File: src/rtl/booth_mac_accumulator.sv
// Signed multiply-accumulate back end: sums 32-bit products into an ACC_W-bit dot-product.
// Optional feature macro: BOOTH_MAC_SAT_EN (saturating accumulate instead of modular wrap).
module booth_mac_accumulator #(
    parameter int unsigned ACC_W     = 40,
    parameter int unsigned MAX_TERMS = 256,
    localparam int unsigned CNT_W    = $clog2(MAX_TERMS + 1)
) (
    input  logic             clk,
    input  logic             reset_n,
    input  logic             prod_valid,
    output logic             prod_ready,
    input  logic [31:0]      prod,
    input  logic             prod_last,
    input  logic             acc_clr,
    output logic             acc_valid,
    input  logic             acc_ready,
    output logic [ACC_W-1:0] acc_out,
    output logic [CNT_W-1:0] term_cnt,
    output logic             acc_ovf
);

    if (ACC_W < 32) begin : g_acc_w_check
        $error("booth_mac_accumulator: ACC_W must be at least 32");
    end

    typedef enum logic {StAcc, StOut} state_e;

    state_e            state;
    logic [ACC_W-1:0]  acc;
    logic [CNT_W-1:0]  cnt;
    logic              ovf;

    logic              beat;
    logic              last_beat;
    logic [ACC_W-1:0]  acc_base;
    logic [CNT_W-1:0]  cnt_base;
    logic              ovf_base;
    logic [ACC_W-1:0]  prod_ext;
    logic [ACC_W-1:0]  sum;
    logic [ACC_W-1:0]  acc_new;
    logic [CNT_W-1:0]  cnt_new;
    logic              add_ovf;

    assign beat = prod_valid && prod_ready;

    // A clear in the same cycle as a beat applies first, so the beat starts a fresh vector.
    always_comb begin
        acc_base  = acc;
        cnt_base  = cnt;
        ovf_base  = ovf;
        if (acc_clr) begin
            acc_base = '0;
            cnt_base = '0;
            ovf_base = 1'b0;
        end
        prod_ext  = ACC_W'($signed(prod));
        sum       = acc_base + prod_ext;
        add_ovf   = (acc_base[ACC_W-1] == prod_ext[ACC_W-1]) &&
                    (sum[ACC_W-1] != acc_base[ACC_W-1]);
        cnt_new   = cnt_base + 1'b1;
        last_beat = prod_last || (cnt_base == CNT_W'(MAX_TERMS - 1));
`ifdef BOOTH_MAC_SAT_EN
        if (add_ovf) begin
            // Operand sign tells the overflow direction: negative operands underflow.
            acc_new = acc_base[ACC_W-1] ? {1'b1, {(ACC_W-1){1'b0}}}
                                        : {1'b0, {(ACC_W-1){1'b1}}};
        end else begin
            acc_new = sum;
        end
`else
        acc_new = sum;
`endif
    end

    always_ff @(posedge clk or negedge reset_n) begin
        if (!reset_n) begin
            state      <= StAcc;
            acc        <= '0;
            cnt        <= '0;
            ovf        <= 1'b0;
            prod_ready <= 1'b1;
            acc_valid  <= 1'b0;
            acc_out    <= '0;
            term_cnt   <= '0;
            acc_ovf    <= 1'b0;
        end else begin
            unique case (state)
                StAcc: begin
                    if (beat) begin
                        if (last_beat) begin
                            acc_out    <= acc_new;
                            term_cnt   <= cnt_new;
                            acc_ovf    <= ovf_base | add_ovf;
                            acc        <= '0;
                            cnt        <= '0;
                            ovf        <= 1'b0;
                            state      <= StOut;
                            prod_ready <= 1'b0;
                            acc_valid  <= 1'b1;
                        end else begin
                            acc <= acc_new;
                            cnt <= cnt_new;
                            ovf <= ovf_base | add_ovf;
                        end
                    end else if (acc_clr) begin
                        acc <= '0;
                        cnt <= '0;
                        ovf <= 1'b0;
                    end
                end
                StOut: begin
                    if (acc_ready) begin
                        state      <= StAcc;
                        prod_ready <= 1'b1;
                        acc_valid  <= 1'b0;
                    end
                end
                default: begin
                    state <= StAcc;
                end
            endcase
        end
    end

endmodule
File: config.mk
export PLATFORM = sky130hd
export DESIGN_NAME = booth_mac_accumulator
export DESIGN_NICKNAME = d
export VERILOG_FILES = /design/src/rtl/booth_mac_accumulator.sv
export SDC_FILE = /design/constraint.sdc
export NUM_CORES = 1
export LEC_CHECK = 0
export ABC_CLOCK_PERIOD_IN_PS = 3400
export BUFFER_PORTS_ARGS = -buffer_cell sky130_fd_sc_hd__buf_2
export CAP_MARGIN = 40
export CORE_MARGIN = 1
export CORE_UTILIZATION = 45
export DETAILED_ROUTE_END_ITERATION = 10
export HOLD_SLACK_MARGIN = 0.15
export PLACE_DENSITY_LB_ADDON = 0.08
export SLEW_MARGIN = 20
export SYNTH_ARGS = -nofsm -noshare
export SYNTH_HDL_FRONTEND = slang
export SYNTH_SLANG_ARGS = --single-unit
File: constraint.sdc
create_clock -name clk -period 3.4 [get_ports clk]
set_clock_uncertainty 0.1 [all_clocks]
set_input_delay 0.68 -clock clk [delete_from_list [all_inputs] [get_ports clk]]
set_output_delay 0.68 -clock clk [all_outputs]
set_load 0.01 [all_outputs]
==> impl_metrics.json, run 1 <==
{
  "status": "complete, no violations",
  "switching_power_uw": 1344,
  "nFillCells": 1320,
  "final_area_mm2": 0.008493,
  "max_capacitance_violation_count": 0,
  "synth.ff_latch_count": 103,
  "grt_antenna_before_repair": 0,
  "syn-num-nets": 818,
  "dp.final_hpwl_mm": 13.97,
  "crit_path_max_incr_delay_ns": 0.37,
  "utilization_after_layout_pct": 58.66,
  "grt_util_met1_pct": 32.64,
  "die_h_um": 123.6,
  "critPathLaunchType": "primary input",
  "clock_latency_ns": 0.36,
  "ant_nets": 0,
  "postPlaceCellArea_mm2": 0.008178,
  "post-cts-setup-buffers": 0,
  "synth_area_mm2": 0.006655,
  "ys_types": 64,
  "number_of_gates_resized_after_cts": 0,
  "timing.critical_path.required_ns": 3.55,
  "global_route_wire_length_before_repair_mm": 29.95,
  "route.detailed.wl_per_inst_um": 16.55,
  "setup-violations-final": 0,
  "p_int_uw": 2698,
  "final.hold.worst_slack_ns": 0.2702,
  "maxSlewViolCount": 0,
  "fin_total_pwr_uw": 4041,
  "route.vias.total": 6172,
  "pwr-share-clk_pct": 27.8,
  "area_growth_pct": 27.62,
  "static-leakage-power_uw": 0.004321,
  "synth-seq-area-share_pct": 38.75,
  "start_util_pct": 45.96,
  "crit_slowest_cell": "a221oi_1",
  "post-synth-top-area-fraction_pct": 38.35,
  "fin_crit_sh_pct": 94.52,
  "clk_path_buf_depth": 2,
  "global_route.peak_usage_layer": "met2",
  "power_density_mw_per_mm2": 475.8,
  "slew_headroom_pct": 52.41,
  "grt_start_max_net_pins": 56,
  "dr.first_iter.drc_count": 333,
  "total_i_o_pin_count": 90,
  "nNetsFinal": 1000,
  "crit_path_end_kind": "flip-flop",
  "fin_crit_ns": 3.214,
  "hold_viol_final": 0,
  "critical_path.n_buffers_inverters": 4,
  "hold_path_class": "primary input to async pin",
  "holdBufCountCts": 0,
  "placementRows": 44,
  "irDropWorstVdd_mv": 0.2420,
  "ordered_list_of_cells_on_the_worst_path": "buf_2 > buf_4 > buf_12 > nor2b_1 > ha_1 > a21oi_1 > o211ai_1 > a221oi_1 > o22ai_1 > a211oi_1 > buf_4 > o21ai_1 > xor2_1 > mux2_2",
  "globalRoute.totalOverflow": 0,
  "gr-usage-met2_pct": 43.92,
  "die_outline_area_mm2": 0.01528,
  "root_cell_of_the_clock_tree": "clkbuf_16",
  "worst_path_most_repeated_cell": "buf_4",
  "floorplan.core_area_mm2": 0.01448,
  "first_global_vias": 6053,
  "grt_util_overall_pct": 25.45,
  "drc_errors": 0,
  "synth_warnings": 0,
  "timing.fmax_mhz": 311.2,
  "vias_per_cell": 5.565,
  "post_route_cells_drive_above_1_share_pct": 28.11,
  "cts_tree": "built",
  "postSynth.asyncResetShare_pct": 100.0,
  "post_synth_main_area_contributors": "dfrtp_1 (38%), ha_1 (7.7%), nand2_1 (7.3%)",
  "path_delay_family": "compound AO/OA/AOI/OAI gates",
  "critical_path_peak_fanout": 17,
  "yosysTopAreaCell": "dfrtp_1",
  "grt.met3_usage_pct": 4.167,
  "number_of_synthesized_flops_with_an_enable_pin": 0,
  "insertedDiodeCount": 0,
  "unrepaired_setup_endpoints_after_global_routing": "false",
  "critPathKind": "primary input to flip-flop",
  "path_clk_slew_ns": 0.08,
  "routed_wirelength_mm": 18.36,
  "cts_buffers": 9,
  "power_switching_share_pct": 33.25,
  "tightest_slew_ns": 0.7138,
  "firstDrtPassIters": 4,
  "syn_area_per_cell_um2": 9.018,
  "buffer_ports.inserted": 89,
  "arrival_ns": 3.36,
  "routabilityCongestion": 0.9239,
  "ys_dominant_reg_cell": "dfrtp_1",
  "htree_levels": 3,
  "combinationalPowerShare_pct": 30.6,
  "fp.dieW_um": 123.6,
  "pwr-share-seq_pct": 41.7,
  "syn-instance-count": 738,
  "cts.sink_count": 103
}
-- through the flow --
stage | worst slack, ns | cells | setup TNS (ns)
after detailed placement | -0.1586 | 1093 | -1.291
after global routing | 0.01243 | 1109 | 0
final | 0.1862 | 1109 | 0
after global placement | -0.1616 | 1093 | -0.6871
after CTS | 0.2032 | 1109 | 0
after floorplan | 0.01470 | 738 | 0
-- cells in the mapped netlist, types with 12 or more instances --
master	n
a21o_1	22
nand2_1	130
nor2b_1	49
nand3_1	18
nor2_1	31
clkbuf_1	35
xnor2_1	20
ha_1	41
xor2_1	18
a21oi_1	51
o21ai_0	31
inv_1	12
mux2_2	15
dfrtp_1	102
a22o_1	38
-- metal layers --
layer	share of wire (%)	routed length (um)
met5	0	0
met1	46	8367
met4	1.5	274
met2	49	9010
met3	3.8	706
-- flip-flops by register name, summed over array words and instances (netlist names) --
| register | count |
|---|---|
| acc | 40 |
| acc_out | 40 |
| acc_ovf | 1 |
| acc_valid | 1 |
| cnt | 9 |
| ovf | 1 |
| prod_ready | 1 |
| state | 1 |
| term_cnt | 9 |
-- final timing paths --
kind                                    end  cells past startpoint  slack, ns        start
max in group asynchronous        prod_ready                      2       2.07      reset_n
worst max-delay path            acc_out[36]                     14       0.19      acc_clr
worst min register to register  acc_out[11]                      2       0.37  acc_out[11]
worst max register to register  acc_out[36]                     12       0.24       acc[0]
min in group clk                acc_out[11]                      2       0.37  acc_out[11]
worst min-delay path                 acc[8]                      1       0.27      reset_n
-- area by class of cell --
cell class              instances  area, um2  share of cell area (%)
multi-input cells             586       3908                   46.01
flip-flops and latches        103       2579                   30.36
repair buffers                208       1416                   16.68
clock buffers                  10      239.0                   2.814
well taps                     184      230.2                   2.711
clock inverters                 6      76.32                  0.8986
inverters                      12      45.04                  0.5303
-- power by group through the flow --
stage               logic, uW  registers (uW)  clock network (uW)
finish                   1240            1680                1120
global route             1390            1730                1200
CTS                      1250            1690                1150
detailed placement       1250            1710                   0
global placement         1230            1700                   0
floorplan                 537            1820                   0
-- cell usage in the layout, fill, tap and decap left out, types with 30 or more instances in the layout --
master and count:
ha_1 41, nand2_1 130, nor2_1 31, a22o_1 38
buf_4 114, o21ai_0 30, dfrtp_1 102, nor2b_1 49
a21oi_1 51, buf_2 88
-- cells by family (layout without fill, tap and decap cells) --
logic type      Yosys count  after routing  share of synthesized area [%]
simple gates            272            272                          19.18
compound gates          219            219                          23.75
flops                   103            103                          38.75
buf+inv                  49            236                          2.782
fa+ha+maj                42             42                          8.009
xor+xnor                 38             38                          5.001
mux                      15             15                          2.538
Note: power is estimated with default switching activity, not from simulation.
==> run 2, diff against run 1 <==
CORE_ASPECT_RATIO = 0.8   (was not set)
SKIP_LAST_GASP = 1   (was not set)
==> impl_metrics.json, run 2 (same netlist as run 1, synthesis figures left out) <==
{
  "status": "complete, no violations",
  "final_cells": 1114,
  "clk_path_buf_depth": 2,
  "timing.critical_path.required_ns": 3.56,
  "nNetsFinal": 1005,
  "total_i_o_pin_count": 90,
  "slew_headroom_pct": 54.58,
  "hold_path_class": "primary input to async pin",
  "die_h_um": 110.8,
  "firstDrtPassIters": 5,
  "arrival_ns": 3.37,
  "cts_tree": "built",
  "fin_total_pwr_uw": 3912,
  "crit_path_end_kind": "flip-flop",
  "r2r_cells": 11,
  "pwr-share-clk_pct": 25.1,
  "global_route_wire_length_before_repair_mm": 30.78,
  "path_clk_slew_ns": 0.07,
  "setup.reg_to_reg.worst_slack_ns": 0.31,
  "grt_antenna_before_repair": 0,
  "die_outline_area_mm2": 0.01528,
  "power_density_mw_per_mm2": 461.9,
  "dp.final_hpwl_mm": 14.12,
  "mostFrequentLayoutCell": "nand2_1",
  "globalRoute.totalOverflow": 0,
  "routed_wirelength_mm": 18.58,
  "dr.first_iter.drc_count": 352,
  "maxSlewViolCount": 0,
  "drc_errors": 0,
  "routabilityCongestion": 0.9092,
  "placementRows": 39,
  "root_cell_of_the_clock_tree": "clkbuf_16",
  "grt_start_max_net_pins": 57,
  "area_growth_pct": 27.26,
  "post-place-cells": 1098,
  "critical_path_peak_fanout": 18,
  "switching_power_uw": 1303,
  "cts_buffers": 9,
  "combinationalPowerShare_pct": 31.8,
  "cts.sink_count": 103,
  "pwr-share-seq_pct": 43.1,
  "grt_util_overall_pct": 25.57,
  "insertedDiodeCount": 0,
  "critPathKind": "primary input to flip-flop",
  "grt.met3_usage_pct": 5.167,
  "irDropWorstVdd_mv": 0.3835,
  "route.vias.total": 6132,
  "floorplan.core_area_mm2": 0.01435,
  "clock_latency_ns": 0.35,
  "power_switching_share_pct": 33.31,
  "timing.fmax_mhz": 311.8,
  "fin_crit_ns": 3.208,
  "fp.dieW_um": 138.0,
  "tightest_slew_ns": 0.6813,
  "first_global_vias": 6135,
  "max_capacitance_violation_count": 0,
  "buffer_ports.inserted": 89,
  "static-leakage-power_uw": 0.004329,
  "global_route.peak_usage_layer": "met2",
  "ant_nets": 0,
  "vias_per_cell": 5.504,
  "htree_levels": 3,
  "fin_crit_sh_pct": 94.34,
  "hold_viol_final": 0,
  "critPathLaunchType": "primary input",
  "largest_regs": "acc x40, acc_out x40",
  "setup-violations-final": 0,
  "route.detailed.wl_per_inst_um": 16.68,
  "post_route_cells_drive_above_1_share_pct": 28.28,
  "unrepaired_setup_endpoints_after_global_routing": "true",
  "layout_common_cells": "nand2_1 (130), buf_4 (120), dfrtp_1 (102), buf_2 (88), a21oi_1 (51)",
  "utilization_after_layout_pct": 59.04,
  "start_util_pct": 46.39,
  "gr-usage-met2_pct": 38.83,
  "grt_util_met1_pct": 36.69,
  "p_int_uw": 2609
}
## run 2: power by group through the flow
stage / sequential [uW] / combinational, uW / clock [uW]
after floorplan: 1820 / 537 / 0
after global placement: 1690 / 1230 / 0
after detailed placement: 1710 / 1250 / 0
after CTS: 1690 / 1260 / 1010
after global routing: 1720 / 1380 / 1050
final: 1690 / 1240 / 981
## run 2: layer usage
metal | wire length (um) | share of wire [%]
met1 | 9284 | 50
met2 | 8240 | 44
met3 | 795 | 4.3
met4 | 255 | 1.4
met5 | 0 | 0
## run 2: repair_timing
item	in CTS	in global routing
hold buffers	0	0
setup buffers	0	0
gates resized for setup	0	2
setup endpoints to repair	0	3
## run 2: through the flow
| step | area (um2) | hold WS [ns] | worst slack, ns | setup TNS [ns] |
|---|---|---|---|---|
| global placement | 8190 | 0.3537 | -0.1197 | -1.209 |
| global route | 8469 | 0.3144 | -0.003070 | -0.003070 |
| detailed placement | 8190 | 0.3600 | -0.1597 | -2.123 |
| floorplan | 6660 | 0.2844 | 0.01470 | 0 |
| CTS | 8459 | 0.2806 | 0.1974 | 0 |
| finish | 8469 | 0.2542 | 0.1924 | 0 |
## run 2: worst paths after layout
path,endpoint,start
max,acc[29],acc_clr
min,term_cnt[5],reset_n
max reg2reg,acc_out[24],acc[0]
min reg2reg,acc_out[3],acc_out[3]
max in group asynchronous,prod_ready,reset_n
min in group clk,acc_out[3],acc_out[3]
## run 2: final cells by class
cell class	count	area, um2
Timing Repair Buffer	213	1433
Clock inverter	3	18.77
Tap cell	184	230.2
Sequential cell	103	2579
Clock buffer	13	250.2
Fill cell	1338	5877
Multi-Input combinational cell	586	3914
Inverter	12	45.04
## run 2: critical path: stages
cell and delay, ns:
buf_2 0.18, buf_12 0.17, nor2b_1 0.05, ha_1 0.35, and3_1 0.29, nand3_2 0.14
a2111oi_2 0.45, o221ai_1 0.24, buf_4 0.19, a21oi_1 0.25, nor3_1 0.12, o31ai_1 0.24
==> run 3, diff against run 2 <==
BUFFER_PORTS_ARGS = not set   (was -buffer_cell sky130_fd_sc_hd__buf_2)
DONT_BUFFER_PORTS = 1   (was not set)
==> impl_metrics.json, run 3 (same netlist as run 1, synthesis figures left out) <==
{
  "hold_path_class": "primary input to async pin",
  "routabilityCongestion": 0.8874,
  "critical_path_peak_fanout": 6,
  "post_route_cells_drive_above_1_share_pct": 10.63,
  "die_h_um": 110.8,
  "setup-violations-final": 0,
  "p_int_uw": 2484,
  "routed_wirelength_mm": 16.89,
  "pwr-share-seq_pct": 50.0,
  "r2r_cells": 11,
  "grt_antenna_before_repair": 0,
  "status": "complete, no violations",
  "die_outline_area_mm2": 0.01528,
  "max_capacitance_violation_count": 0,
  "fin_crit_ns": 3.150,
  "crit_slowest_cell": "a2111oi_4",
  "firstDrtPassIters": 5,
  "endpoint_of_the_lowest_slack_register_to_register_path": "acc[29]",
  "fp.dieW_um": 138.0,
  "timing.critical_path.required_ns": 3.54,
  "timing.fmax_mhz": 317.4,
  "buffer_ports.inserted": 0,
  "placementRows": 39,
  "critPathKind": "flip-flop to flip-flop",
  "switching_power_uw": 1240,
  "layout_common_cells": "nand2_1 (130), dfrtp_1 (102), a21oi_1 (51), nor2b_1 (49), ha_1 (41)",
  "critical_path.n_buffers_inverters": 1,
  "ordered_list_of_cells_on_the_worst_path": "nor2b_1 > ha_1 > a21oi_2 > nand2_2 > a2111oi_4 > a2111oi_2 > o221ai_1 > a21oi_1 > nor3_1 > buf_4 > o31ai_1",
  "clk_path_buf_depth": 2,
  "start_util_pct": 46.39,
  "cts_tree": "built",
  "final.setup.worst_slack_ns": 0.2499,
  "vias_per_cell": 5.826,
  "global_route_wire_length_before_repair_mm": 28.28,
  "pwr-share-clk_pct": 31.3,
  "final.hold.worst_slack_ns": 0.1072,
  "static-leakage-power_uw": 0.003483,
  "total_i_o_pin_count": 90,
  "crit_path_end_kind": "flip-flop",
  "power_density_mw_per_mm2": 508.6,
  "maxSlewViolCount": 0,
  "crit_path_max_incr_delay_ns": 0.50,
  "detailedPlace.worstSlack_ns": -0.04452,
  "slew_headroom_pct": 59.19,
  "nNetsFinal": 818,
  "mostFrequentLayoutCell": "nand2_1",
  "path_clk_slew_ns": 0.07,
  "insertedDiodeCount": 0,
  "globalRoute.totalOverflow": 0,
  "reg2reg_from": "acc[7]",
  "critPathLaunchType": "flip-flop",
  "grt_util_overall_pct": 23.88,
  "fin_crit_sh_pct": 92.65,
  "floorplan.core_area_mm2": 0.01435,
  "route.detailed.wl_per_inst_um": 18.22,
  "irDropWorstVdd_mv": 0.5649,
  "tightest_slew_ns": 0.6065,
  "dp.final_hpwl_mm": 12.36,
  "cts.sink_count": 103,
  "combinationalPowerShare_pct": 18.8,
  "largest_regs": "acc x40, acc_out x40",
  "grt_start_max_net_pins": 104,
  "path_delay_family": "compound AO/OA/AOI/OAI gates",
  "nFillCells": 1359,
  "area_growth_pct": 10.04,
  "route.vias.total": 5401,
  "first_global_vias": 5299,
  "cts_buffers": 9,
  "clock_latency_ns": 0.37,
  "htree_levels": 3,
  "unrepaired_setup_endpoints_after_global_routing": "true",
  "setup.reg_to_reg.worst_slack_ns": 0.25,
  "arrival_ns": 3.29,
  "drc_errors": 0,
  "root_cell_of_the_clock_tree": "clkbuf_16",
  "hold_viol_final": 0,
  "ant_nets": 0,
  "dr.first_iter.drc_count": 258,
  "power_switching_share_pct": 33.30
}
## run 3: changes by cell type in the layout (fill, tap and decap cells not counted), sizes merged
cell,before,now
buf,213,26
bufinv,0,2
clkbuf,13,9
clkinv,3,1
clkinvlp,0,2
inv,12,14
## run 3: what timing repair did
action | in CTS | in global routing
hold endpoints to repair | 103 | 0
resized for setup | 0 | 1
hold buffers | 1 | 0
buffers inserted | 0 | 0
setup endpoints to repair | 0 | 2
## run 3: how the worst max path moves through the flow
stage          startpoint           to  slack [ns]  depth (start not counted)
3_3_place_gp      acc_clr  acc_out[36]       -0.02                         12
4_1_cts            acc[0]  acc_out[36]        0.13                         12
2_1_floorplan     acc_clr      acc[39]        0.01                         12
6_report           acc[7]      acc[29]        0.25                         11
3_5_place_dp      acc_clr  acc_out[36]       -0.04                         12
5_1_grt            acc[0]      acc[38]     -0.0006                         11
## run 3: power by group through the flow
stage                     Sequential [uW]  Clock, uW  Combinational (uW)
after floorplan                      1820          0                 537
after global placement               1880          0                 656
after detailed placement             1890          0                 672
after CTS                            1870       1190                 706
after global routing                 1910       1240                 802
final                                1860       1160                 699
## run 3: per-layer routing
| metal | GRT usage [%] | vias up | part of all wire (%) | wire [um] |
|---|---|---|---|---|
| li1 | - | 2657 | - | - |
| met1 | 35.31 | 2618 | 50 | 8528 |
| met2 | 34.10 | 112 | 42 | 7174 |
| met3 | 7.179 | 14 | 6.0 | 1017 |
| met4 | 4.855 | 0 | 1.0 | 174 |
| met5 | 0 | - | 0 | 0 |
## run 3: cell type report
class	count	area (um2)	share of cell area, %
Multi-Input combinational cell	586	3913	53.43
Sequential cell	103	2579	35.21
Tap cell	184	230.2	3.144
Timing Repair Buffer	26	227.7	3.110
Clock buffer	9	225.2	3.075
Clock inverter	7	103.9	1.418
Inverter	12	45.04	0.6151
## run 3: per-stage QoR
stage / util (%) / instance area [um2] / TNS, ns / power (uW) / std cells
2_1_floorplan: - / 6660 / 0 / 2353 / 738
3_3_place_gp: 48.53 / 6962 / -0.02460 / 2540 / 910
3_5_place_dp: 48.53 / 6962 / -0.04452 / 2563 / 910
4_1_cts: 51.01 / 7318 / 0 / 3761 / 927
5_1_grt: 51.05 / 7323 / -0.0006246 / 3951 / 927
6_report: 51.05 / 7323 / 0 / 3725 / 927
